## src/rtl/kronos_memarb.sv

```systemverilog
// kronos_memarb: shares one req/gnt memory port between instruction fetch and load/store.
// Ports: clk/rstz (async active-low reset); instr_* fetch master (addr, req -> gnt, data);
// data_* load/store master (addr, wdata, mask, wr, req -> gnt, rdata); mem_* shared slave port.
// Build option: define KRONOS_MEMARB_FAIR_EN to bound fetch starvation to MAX_DATA_BURST data grants.
module kronos_memarb #(
    parameter int MAX_DATA_BURST = 4
) (
    input  logic        clk,
    input  logic        rstz,
    input  logic [31:0] instr_addr,
    input  logic        instr_req,
    output logic        instr_gnt,
    output logic [31:0] instr_data,
    input  logic [31:0] data_addr,
    input  logic [31:0] data_wdata,
    input  logic [3:0]  data_mask,
    input  logic        data_wr,
    input  logic        data_req,
    output logic        data_gnt,
    output logic [31:0] data_rdata,
    output logic [31:0] mem_addr,
    output logic [31:0] mem_wdata,
    output logic [3:0]  mem_mask,
    output logic        mem_wr,
    output logic        mem_req,
    input  logic        mem_gnt,
    input  logic [31:0] mem_rdata
);
    typedef enum logic [1:0] {IDLE, OWN_I, OWN_D} state_t;
    state_t state, state_nxt;
    logic fair_turn;
`ifdef KRONOS_MEMARB_FAIR_EN
    localparam int SW = $clog2(MAX_DATA_BURST + 1);
    localparam logic [SW-1:0] MAX_B = SW'(MAX_DATA_BURST);
    logic [SW-1:0] dstreak;
    // Counts data grants that happened while a fetch was waiting.
    always_ff @(posedge clk or negedge rstz) begin
        if (!rstz) dstreak <= '0;
        else if (instr_gnt) dstreak <= '0;
        else if (data_gnt && instr_req && dstreak != MAX_B) dstreak <= dstreak + 1'b1;
        else if (state == IDLE && !instr_req) dstreak <= '0;
    end
    assign fair_turn = dstreak == MAX_B;
`else
    logic unused_burst;
    assign unused_burst = ^MAX_DATA_BURST;
    assign fair_turn = 1'b0;
`endif
    always_ff @(posedge clk or negedge rstz) begin
        if (!rstz) state <= IDLE;
        else state <= state_nxt;
    end
    // Grants are combinational from mem_gnt; the grant cycle always returns to IDLE so
    // a request still held there is only re-arbitrated on the following cycle.
    always_comb begin
        state_nxt = state;
        mem_req   = 1'b0;
        mem_addr  = '0;
        mem_wdata = '0;
        mem_mask  = '0;
        mem_wr    = 1'b0;
        instr_gnt = 1'b0;
        data_gnt  = 1'b0;
        case (state)
            IDLE: state_nxt = (data_req && !(instr_req && fair_turn)) ? OWN_D : instr_req ? OWN_I : IDLE;
            OWN_I: begin
                mem_req   = instr_req;
                mem_addr  = instr_addr;
                mem_mask  = 4'hF;
                instr_gnt = mem_gnt;
                state_nxt = (mem_gnt || !instr_req) ? IDLE : OWN_I;
            end
            OWN_D: begin
                mem_req   = data_req;
                mem_addr  = data_addr;
                mem_wdata = data_wdata;
                mem_mask  = data_mask;
                mem_wr    = data_wr;
                data_gnt  = mem_gnt;
                state_nxt = mem_gnt ? IDLE : OWN_D;
            end
            default: state_nxt = IDLE;
        endcase
    end
    assign instr_data = mem_rdata;
    assign data_rdata = mem_rdata;
endmodule

```

## config.mk

```make
export PLATFORM = sky130hd
export DESIGN_NAME = kronos_memarb
export DESIGN_NICKNAME = d
export VERILOG_FILES = /design/src/rtl/kronos_memarb.sv
export SDC_FILE = /design/constraint.sdc
export NUM_CORES = 1
export LEC_CHECK = 0
export CORE_AREA = 4 4 103 105
export DETAILED_ROUTE_END_ITERATION = 12
export DIE_AREA = 0 0 107 109
export GPL_TIMING_DRIVEN = 0
export PLACE_DENSITY_LB_ADDON = 0.3
export SLEW_MARGIN = 20
export SYNTH_ARGS = -nofsm -noshare
export SYNTH_HDL_FRONTEND = slang
export SYNTH_SLANG_ARGS = --single-unit
```

## constraint.sdc

```tcl
create_clock -name clk -period 4.7 [get_ports clk]
set_clock_uncertainty 0.2 [all_clocks]
set_input_delay 0.94 -clock clk [delete_from_list [all_inputs] [get_ports clk]]
set_output_delay 0.94 -clock clk [all_outputs]
set_load 0.05 [all_outputs]
```

# ---- Word level (Yosys, flattened, before mapping)
# Index checks and enable logic that the tools add are counted.
dict set report totals {
  elab_cells 18
  inputBits 138
  output_inout_bits 136
  register_bits 2
}
dict set report classes {
  n_reduce_logical 3
  n_mux 12
  n_eq_ne 2
}
# cell count
set op_table {}
lappend op_table {{$pmux 32 s2} 1}
lappend op_table {{$mux 32} 1}
lappend op_table {{$pmux 4 s2} 1}
lappend op_table {{$pmux 2 s3} 1}
lappend op_table {{$mux 1} 5}
lappend op_table {{$mux 2} 2}
lappend op_table {{$eq 2x1->1 const B} 1}
lappend op_table {{$eq 2x2->1 const B} 1}
lappend op_table {{$logic_not 2->1} 1}
lappend op_table {{$pmux 1 s2} 1}
lappend op_table {{$logic_not 1->1} 1}
lappend op_table {{$logic_or 1x1->1} 1}

# ---- Logic depth before layout (Yosys ltp)
dict set report logic_depth {
  ltp_word 4
  mapped_depth 6
  ltp_nobuf 4
}

# ---- Worst setup path after synthesis
# No wires, ideal clock.
dict set report synth_timing {
  path_type {register to output}
  from {register state[0]}
  to {output mem_addr[10]}
  arrival_ns 1.721
  stages_incl_launch_ff 5
  setup_slack_ns 1.839
  path_cell_list {dfrtp_1 -> inv_1 -> ha_1 -> clkbuf_1 -> nor2b_1}
}
dict set report synth_via {
  elab_chain_cells 2
  word_cells_on_any_way 3
  classes_between {eq/ne (2); mux (1)}
}
# item line
set synth_rtl {}
lappend synth_rtl {{start, declared} 30} ;# state_t state, state_nxt;
lappend synth_rtl {{start signal, assigned} 51} ;# else state <= state_nxt;
lappend synth_rtl {{$eq 2x2->1 or $eq 2x1->1 (tied branches)} 64} ;# case (state)
lappend synth_rtl {{$pmux 32 s2 (*)} 64}
lappend synth_rtl {{end, declared} 21} ;# output logic [31:0] mem_addr,
# Mark *: on every way between the ends. The rest lies on a longest branch, timed or not.

# ---- Worst setup path after layout
dict set report layout_timing {
  from {register state[0]}
  to {output mem_addr[16]}
}
# The elaborated chain is that of the path after synthesis.

==> out/metrics.cfg <==
[final_layout]
diodes=0
largest-register=state
area_growth_pct=177.5
stdcell_area_mm2=0.004096
n_fill_cell=984
drive_gt1_frac=0.1924
final_net_count=591
top_regs=state x2
largest_reg_flops=2
fin_util=0.4250

[global_routing]
grt_max_degree=11
grt_pass1_vias=2236
grt_pass1_wl_um=11710
antenna_found_initial=0
grtUsageTotal=0.1243
grt-ovfl-total=0

[cts]
cts.reportedPaths.clkPinSlew_ns=0.03
cts-root-buf=clkbuf_8
cts_sinks=2
cts_buffer_depth=2
cts_resized=0
cts_tree=yes
insertion_delay_ns=0.20
cts_max_level=1
ctsHoldBuffers=0
cts_buffers=3
post-cts-setup-buffers=0

[critical_path]
path_cells=inv_1, ha_1, clkbuf_1, nor2b_1, clkdlybuf4s50_1
crit_type=reg2out
timing.rr.start=state[1]
max_stage_delay_ns=0.84
regToRegSetupSlack_ns=3.32
arrival_ns=2.50
cp.depth=5
crit_required_ns=3.56
path_buf_inv=3
crit_family=buffers and inverters
crit_path_start_kind=flip-flop
worstSetupEndpointType=output pin
worst_r2r_path_depth=5
crit_path_max_fanout=10
slowest_stage=clkdlybuf4s50_1
r2r_end=state[0]

[die]
die-area_mm2=0.01166
die_h_um=109
die_w_um=107
core_mm2=0.009639
rows=36
start_util=0.1532
ioPinCount=274

[route]
postRouteAntennaNets=0
drc=0
vias_per_cell=3.769
drtIter0Drc=38
drt_first_pass_iters=4
wirelength_um=8313
vias=2186
wl_per_cell_um=14.33

[synthesis]
ys_warn_count=0
synthCells=203
synth_top_area_frac=0.3407
yosys-top-cells-area=buf_4 (34%), nor2b_1 (16%), and2_1 (15%)
netlist-cell-type-count=14
synth_top_area_cell=buf_4
syn_nets=345
yosysSeqAreaShare=0.03390
synth_seq_cells=2
postSynthAreaPerCell_um2=7.273
syn_area_mm2=0.001476

[timing]
period_needed_ns=3.636
setup_violations=0
drv_slew=0
slew_headroom=0.6285
fin_ws_ns=1.064
hold_viol_final=0
max_slew.worst_pin.slew_ns=0.5555
tns_ns=0
min_period_over_period=0.7737
max_freq_mhz=275.0
rsz0062_at_grt=no

[placed_design]
post-place-ws_ns=1.086
port_buffers=241
gp_congestion=0.7080
dpl.hpwl_um=7386
placed_cell_area_mm2=0.004055

[run]
drv_cap=0

[worst_hold_path]
holdPathStages=2
holdPathEnd=state[1]
min_from=state[1]
hold_class=reg2reg

[outcome]
status=finished, final reports clean

[power]
pwr_density_cell_mw_per_mm2=380.9
ir_worst_vdd_v=0.0001246
power_w=0.001560
power.leakage_nw=1.603

worst max path at each step:
stage,startpoint,end,slack (ns)
after floorplan,state[0],mem_addr[10],1.84
after global placement,instr_req,mem_req,1.10
after detailed placement,instr_req,mem_req,1.09
after CTS,state[0],mem_addr[16],1.02
after global routing,state[0],mem_addr[11],0.89
final,state[0],mem_addr[16],1.06
tightest hold or removal path, delay by kind of cell (launching register included):
| kind | cells | cell delay, ns |
|---|---|---|
| flops | 1 | 0.35 |
| fa+ha+maj | 1 | 0.16 |
| compound gates | 1 | 0.05 |
cells in the final DEF, fill, tap and decap left out:
cell type	n
a21oi_1	6
buf_6	4
a22oi_2	5
dfrtp_1	2
nand2b_1	4
buf_2	7
a22oi_1	28
nor2b_1	37
ha_1	4
clkbuf_8	3
clkbuf_1	1
inv_1	2
clkdlybuf4s50_1	241
buf_4	67
and2_1	35
nand2_1	1
per-stage QoR:
stage	hold WS (ns)	std cells
6_report	0.4082	580
5_1_grt	0.4293	580
4_1_cts	0.4169	580
3_5_place_dp	0.4140	577
3_3_place_gp	0.4103	577
2_1_floorplan	0.3727	203
synthesized netlist by cell type:
master    number
clkbuf_1       1
dfrtp_1        2
buf_4         67
ha_1           4
nand2b_1       4
buf_2          7
nand2_1        1
a22oi_1       28
inv_1          2
a22oi_2        5
a21oi_1        6
buf_6          4
and2_1        35
nor2b_1       37
layout make-up:
class / instances / area [µm²] / area share
clock buffers: 3 / 41.29 / 0.01008
inverters: 2 / 7.507 / 0.001833
flip-flops and latches: 2 / 50.05 / 0.01222
repair buffers: 241 / 2412 / 0.5889
well taps: 133 / 166.4 / 0.04062
multi-input cells: 120 / 832.0 / 0.2031
plain buffers: 79 / 586.8 / 0.1432
kinds of logic after synthesis:
logic type,count (synthesis),synth area share
flops,2,0.03390
compound gates,39,0.2051
buf+inv,81,0.4025
simple gates,77,0.3246
fa+ha+maj,4,0.03390
power by group:
group / switching (W) / internal [W] / total, W / leakage [nW]
sequential: 0.00000381 / 0.0000223 / 0.0000261 / 0.0257
clock: 0.0000107 / 0.0000539 / 0.0000646 / 0.0216
combinational: 0.000898 / 0.000572 / 0.00147 / 1.56
total: 0.000912 / 0.000648 / 0.00156 / 1.60
per-layer routing:
metal,part of all wire,vias up,track usage
met1,0.35,961,0.1288
met5,0,-,0
met2,0.55,132,0.2531
met4,0,0,0.008219
li1,-,1093,-
met3,0.10,0,0.03908
Note: power is estimated with default switching activity, not from simulation.
==> RTL edit 1, RTL diff (same flow settings) <==
Build with the macro `KRONOS_MEMARB_FAIR_EN` defined.
--- a/src/rtl/kronos_memarb.sv
+++ b/src/rtl/kronos_memarb.sv
@@ -2,6 +2,8 @@
 // Ports: clk/rstz (async active-low reset); instr_* fetch master (addr, req -> gnt, data);
 // data_* load/store master (addr, wdata, mask, wr, req -> gnt, rdata); mem_* shared slave port.
 // Build option: define KRONOS_MEMARB_FAIR_EN to bound fetch starvation to MAX_DATA_BURST data grants.
+`define KRONOS_MEMARB_FAIR_EN
+
 module kronos_memarb #(
     parameter int MAX_DATA_BURST = 4
 ) (
Formal check against the unedited RTL: not equivalent (a bounded check fails within 10 cycles, from zero or initial values and one cycle with rstz low).
==> RTL edit 1 against the original RTL <==
- cell area increased by 4.4%
- die area unchanged
- sequential power increased by 150%
- routed wire length increased by 6.3%
- maximum frequency decreased by 3.9%
- total power increased by 8.7%
- setup slack got worse by 0.15 ns
- synthesized area increased by 12%
- sequential cell count increased by 3
==> RTL edit 1: results <==
[placed_design]
dp_hpwl_um = 7860
dp_cells = 600
place_congestion = 0.791

[sta]
slew_headroom_pct = 64.7

[global_route]
grt_pass1_wl_um = 12800
grt_pass1_vias = 2461

[layout]
drive_above_1_share_pct = 17.0
largestRegisters = "dstreak (3), state (2)"
largest_reg_flops = 3
nets = 616

[run_status]
outcome = "finished clean"

[route]
viasPerCell = 3.89
first_iter_violations = 58
wl_um = 8830
avgRoutedWirePerCell_um = 14.6

[synth]
ys_seq_area_share_pct = 7.58
synth_compound_area_share_pct = 17.7
synth_xor_xnor_area_share_pct = 0.530
syn_avg_cell_area_sq_um = 7.31
synthTopCellsByArea = "buf_4 (30%), a22oi_1 (15%), nor2b_1 (14%)"
synthTopCellsByCount = "buf_4 (65), nor2b_1 (37), a22oi_1 (33), and2_1 (33), buf_2 (7)"
synthesis.nets = 370
synthAdderAreaFrac_pct = 4.55
synthMuxAreaShare_pct = 1.82

[power_and_ir_drop]
max-vdd-ir-drop_mv = 0.340

[clocking]
clock_latency_ns = 0.22

[setup_path]
reg2reg_depth = 6
RTL edit 1: changes by cell type in the layout (fill, tap and decap cells not counted), moves of 2 or more:
cell and change:
and2_1 -2, buf_6 -2, ha_1 +2, a22oi_1 +5
mux2i_1 +3, clkbuf_1 +6, buf_4 -2, nand2_1 +2
a22oi_2 -5, dfrtp_1 +3, nand3_1 +4, inv_1 +4
RTL edit 1: worst paths after layout:
| kind | startpoint | to | slack (ns) |
|---|---|---|---|
| worst max register to register | state[0]$_DFF_PN0_ | dstreak[2]$_DFFE_PN0P_ | 3.16 |
| max in group asynchronous | rstz | dstreak[1]$_DFFE_PN0P_ | 3.36 |
| min in group asynchronous | rstz | state[0]$_DFF_PN0_ | 0.75 |
| worst min-delay path | dstreak[0]$_DFFE_PN0P_ | dstreak[0]$_DFFE_PN0P_ | 0.38 |
| worst min register to register | dstreak[0]$_DFFE_PN0P_ | dstreak[0]$_DFFE_PN0P_ | 0.38 |
| worst max-delay path | state[0]$_DFF_PN0_ | mem_addr[8] | 0.92 |
RTL edit 1: cell type report:
cell class,instances,area (sq um)
clock buffers,4,45.0
fillers,1006,5360
well taps,133,166
flip-flops and latches,5,125
plain buffers,80,568
multi-input cells,135,936
repair buffers,241,2410
inverters,6,22.5
RTL edit 1: logic make-up (layout without fill, tap and decap cells):
group                      after synthesis  after routing
AOI/OAI and AO/OA                       40             40
xor gates and xnor gates                 1              1
adders and majority gates                6              6
buffers and inverters                   86            331
DFF                                      5              5
muxes                                    3              3
and+or+nand+nor                         85             85
RTL edit 1: per-layer routing:
metal	global-route usage, %	part of all wire (%)	up-vias
li1	-	-	1170
met3	3.20	9.0	6
met5	0	0	-
met2	26.1	53	123
met1	15.9	37	1053
met4	1.64	0.94	0
RTL edit 1: where the power goes:
group / leakage [uW] / switching, uW / internal (uW) / total [uW]
sequential: 0.0000668 / 9.95 / 54.9 / 64.8
clock: 0.0000228 / 18.9 / 58.0 / 77.0
combinational: 0.00162 / 964 / 590 / 1550
total: 0.00171 / 993 / 703 / 1700
RTL edit 1: per-stage QoR:
| step | utilization (%) | area (sq um) | setup slack [ns] |
|---|---|---|---|
| final | 44.4 | 4280 | 0.918 |
| after global routing | 44.4 | 4280 | 0.712 |
| after CTS | 44.4 | 4280 | 0.791 |
| after detailed placement | 43.9 | 4230 | 0.932 |
| after global placement | 43.9 | 4230 | 0.947 |
| after floorplan | - | 1650 | 1.83 |
RTL edit 1: worst reg2reg max path: stages (launching register included):
cell	delay, ns
dfrtp_1	0.39
inv_1	0.09
ha_1	0.14
buf_4	0.18
and2_4	0.19
nand3_4	0.10
mux2i_1	0.14
==> RTL edit 2, RTL diff (same settings) <==
Made on the original files. Re-encode `state_t` (3 states) as one-hot, 3 bits wide.
--- a/src/rtl/kronos_memarb.sv
+++ b/src/rtl/kronos_memarb.sv
@@ -26,7 +26,7 @@
     input  logic        mem_gnt,
     input  logic [31:0] mem_rdata
 );
-    typedef enum logic [1:0] {IDLE, OWN_I, OWN_D} state_t;
+    typedef enum logic [2:0] {IDLE = 3'b001, OWN_I = 3'b010, OWN_D = 3'b100} state_t;
     state_t state, state_nxt;
     logic fair_turn;
 `ifdef KRONOS_MEMARB_FAIR_EN
Behaviour: same outputs for any inputs over 10 cycles, from zero or initial values and one cycle with rstz low; not proved beyond that.
==> RTL edit 2 against the original RTL <==
- synthesized cell count up 2.5%
- setup slack got worse by 0.079 ns
- cell area shrank 2.1%
- synthesized area is 6.2% lower
- total power is 15% lower
- worst hold slack worse by 0.053 ns
- sequential cell count is 1 higher
- routed wire length rose by 1.3%
- largest cell class unchanged
==> RTL edit 2: results <==
[layout]
nMultiInputCombCells = 125
syn2layout_area_growth_pct = 189
largestRegisters = "state (3)"
drive_above_1_share_pct = 17.9
inv_count = 0
seq_share_pct = 1.90
nClkBuffers = 4
nets = 592
clock_area_share_pct = 1.12
multiInputGateArea_sq_um = 723

[setup_path]
startpoint = "data_req"
endpoint = "mem_req"
r2r_start = "state[2]$_DFF_PN0_"
reg2reg_depth = 4
reg2reg_slack_ns = 3.18
crit_arrival_ns = 2.58

[global_route]
use_met1_pct = 12.3
grt_pass1_wl_um = 12000
gr-usage-met3_pct = 4.38

[placed_design]
dp_hpwl_um = 7510
place_congestion = 0.726
place_ws_ns = 0.991

[route]
routed.top_layer = "met4"
wl_met2_um = 4570
wl_um = 8420
wl_met1_um = 2810
viasPerCell = 3.92
avgRoutedWirePerCell_um = 14.4

[synth]
synthAdderAreaFrac_pct = 0
synthTopCellsByArea = "buf_4 (37%), a22oi_1 (17%), and2_1 (15%)"
synth_compound_area_share_pct = 21.2
synthCells = 208
ys_types = 19
synthesis.nets = 346

[power_and_ir_drop]
max-vdd-ir-drop_mv = 0.154
switchingPower_uw = 775

[worst_hold_path]
whs_endpoint = "state[2]$_DFF_PN0_"

[sta]
tightest_slew_ns = 0.548
holdWs_ns = 0.355

[run_status]
outcome = "finished clean"
[RTL edit 2: cell types whose count changed after synthesis, sizes merged, moves of 2 or more]
| cell | change |
|---|---|
| nor2 | +39 |
| nor2b | -36 |
| ha | -4 |
| nand2b | -3 |
| and2b | +2 |
| clkbuf | +2 |
| inv | -2 |
| nand2 | +2 |
| nor3b | +2 |
[RTL edit 2: power by group through the flow]
stage | logic (uW) | registers (uW) | clock network, uW
CTS | 1220 | 48.4 | 78.1
global route | 1270 | 50.2 | 81.1
floorplan | 789 | 44.9 | 0
finish | 1200 | 48.6 | 76.7
global placement | 1210 | 47.3 | 0
detailed placement | 1220 | 48.6 | 0
[RTL edit 2: cells by family (layout without fill, tap and decap cells)]
logic type	after synthesis	in the layout
flops	3	3
simple gates	84	84
buf+inv	80	325
compound gates	41	41
[RTL edit 2: worst register-to-register path: cells and delay by family (launching register included)]
family	cells	cell delay [ns]
AOI/OAI and AO/OA	1	0.31
and+or+nand+nor	2	0.34
DFF	1	0.44
buffers and inverters	1	0.16
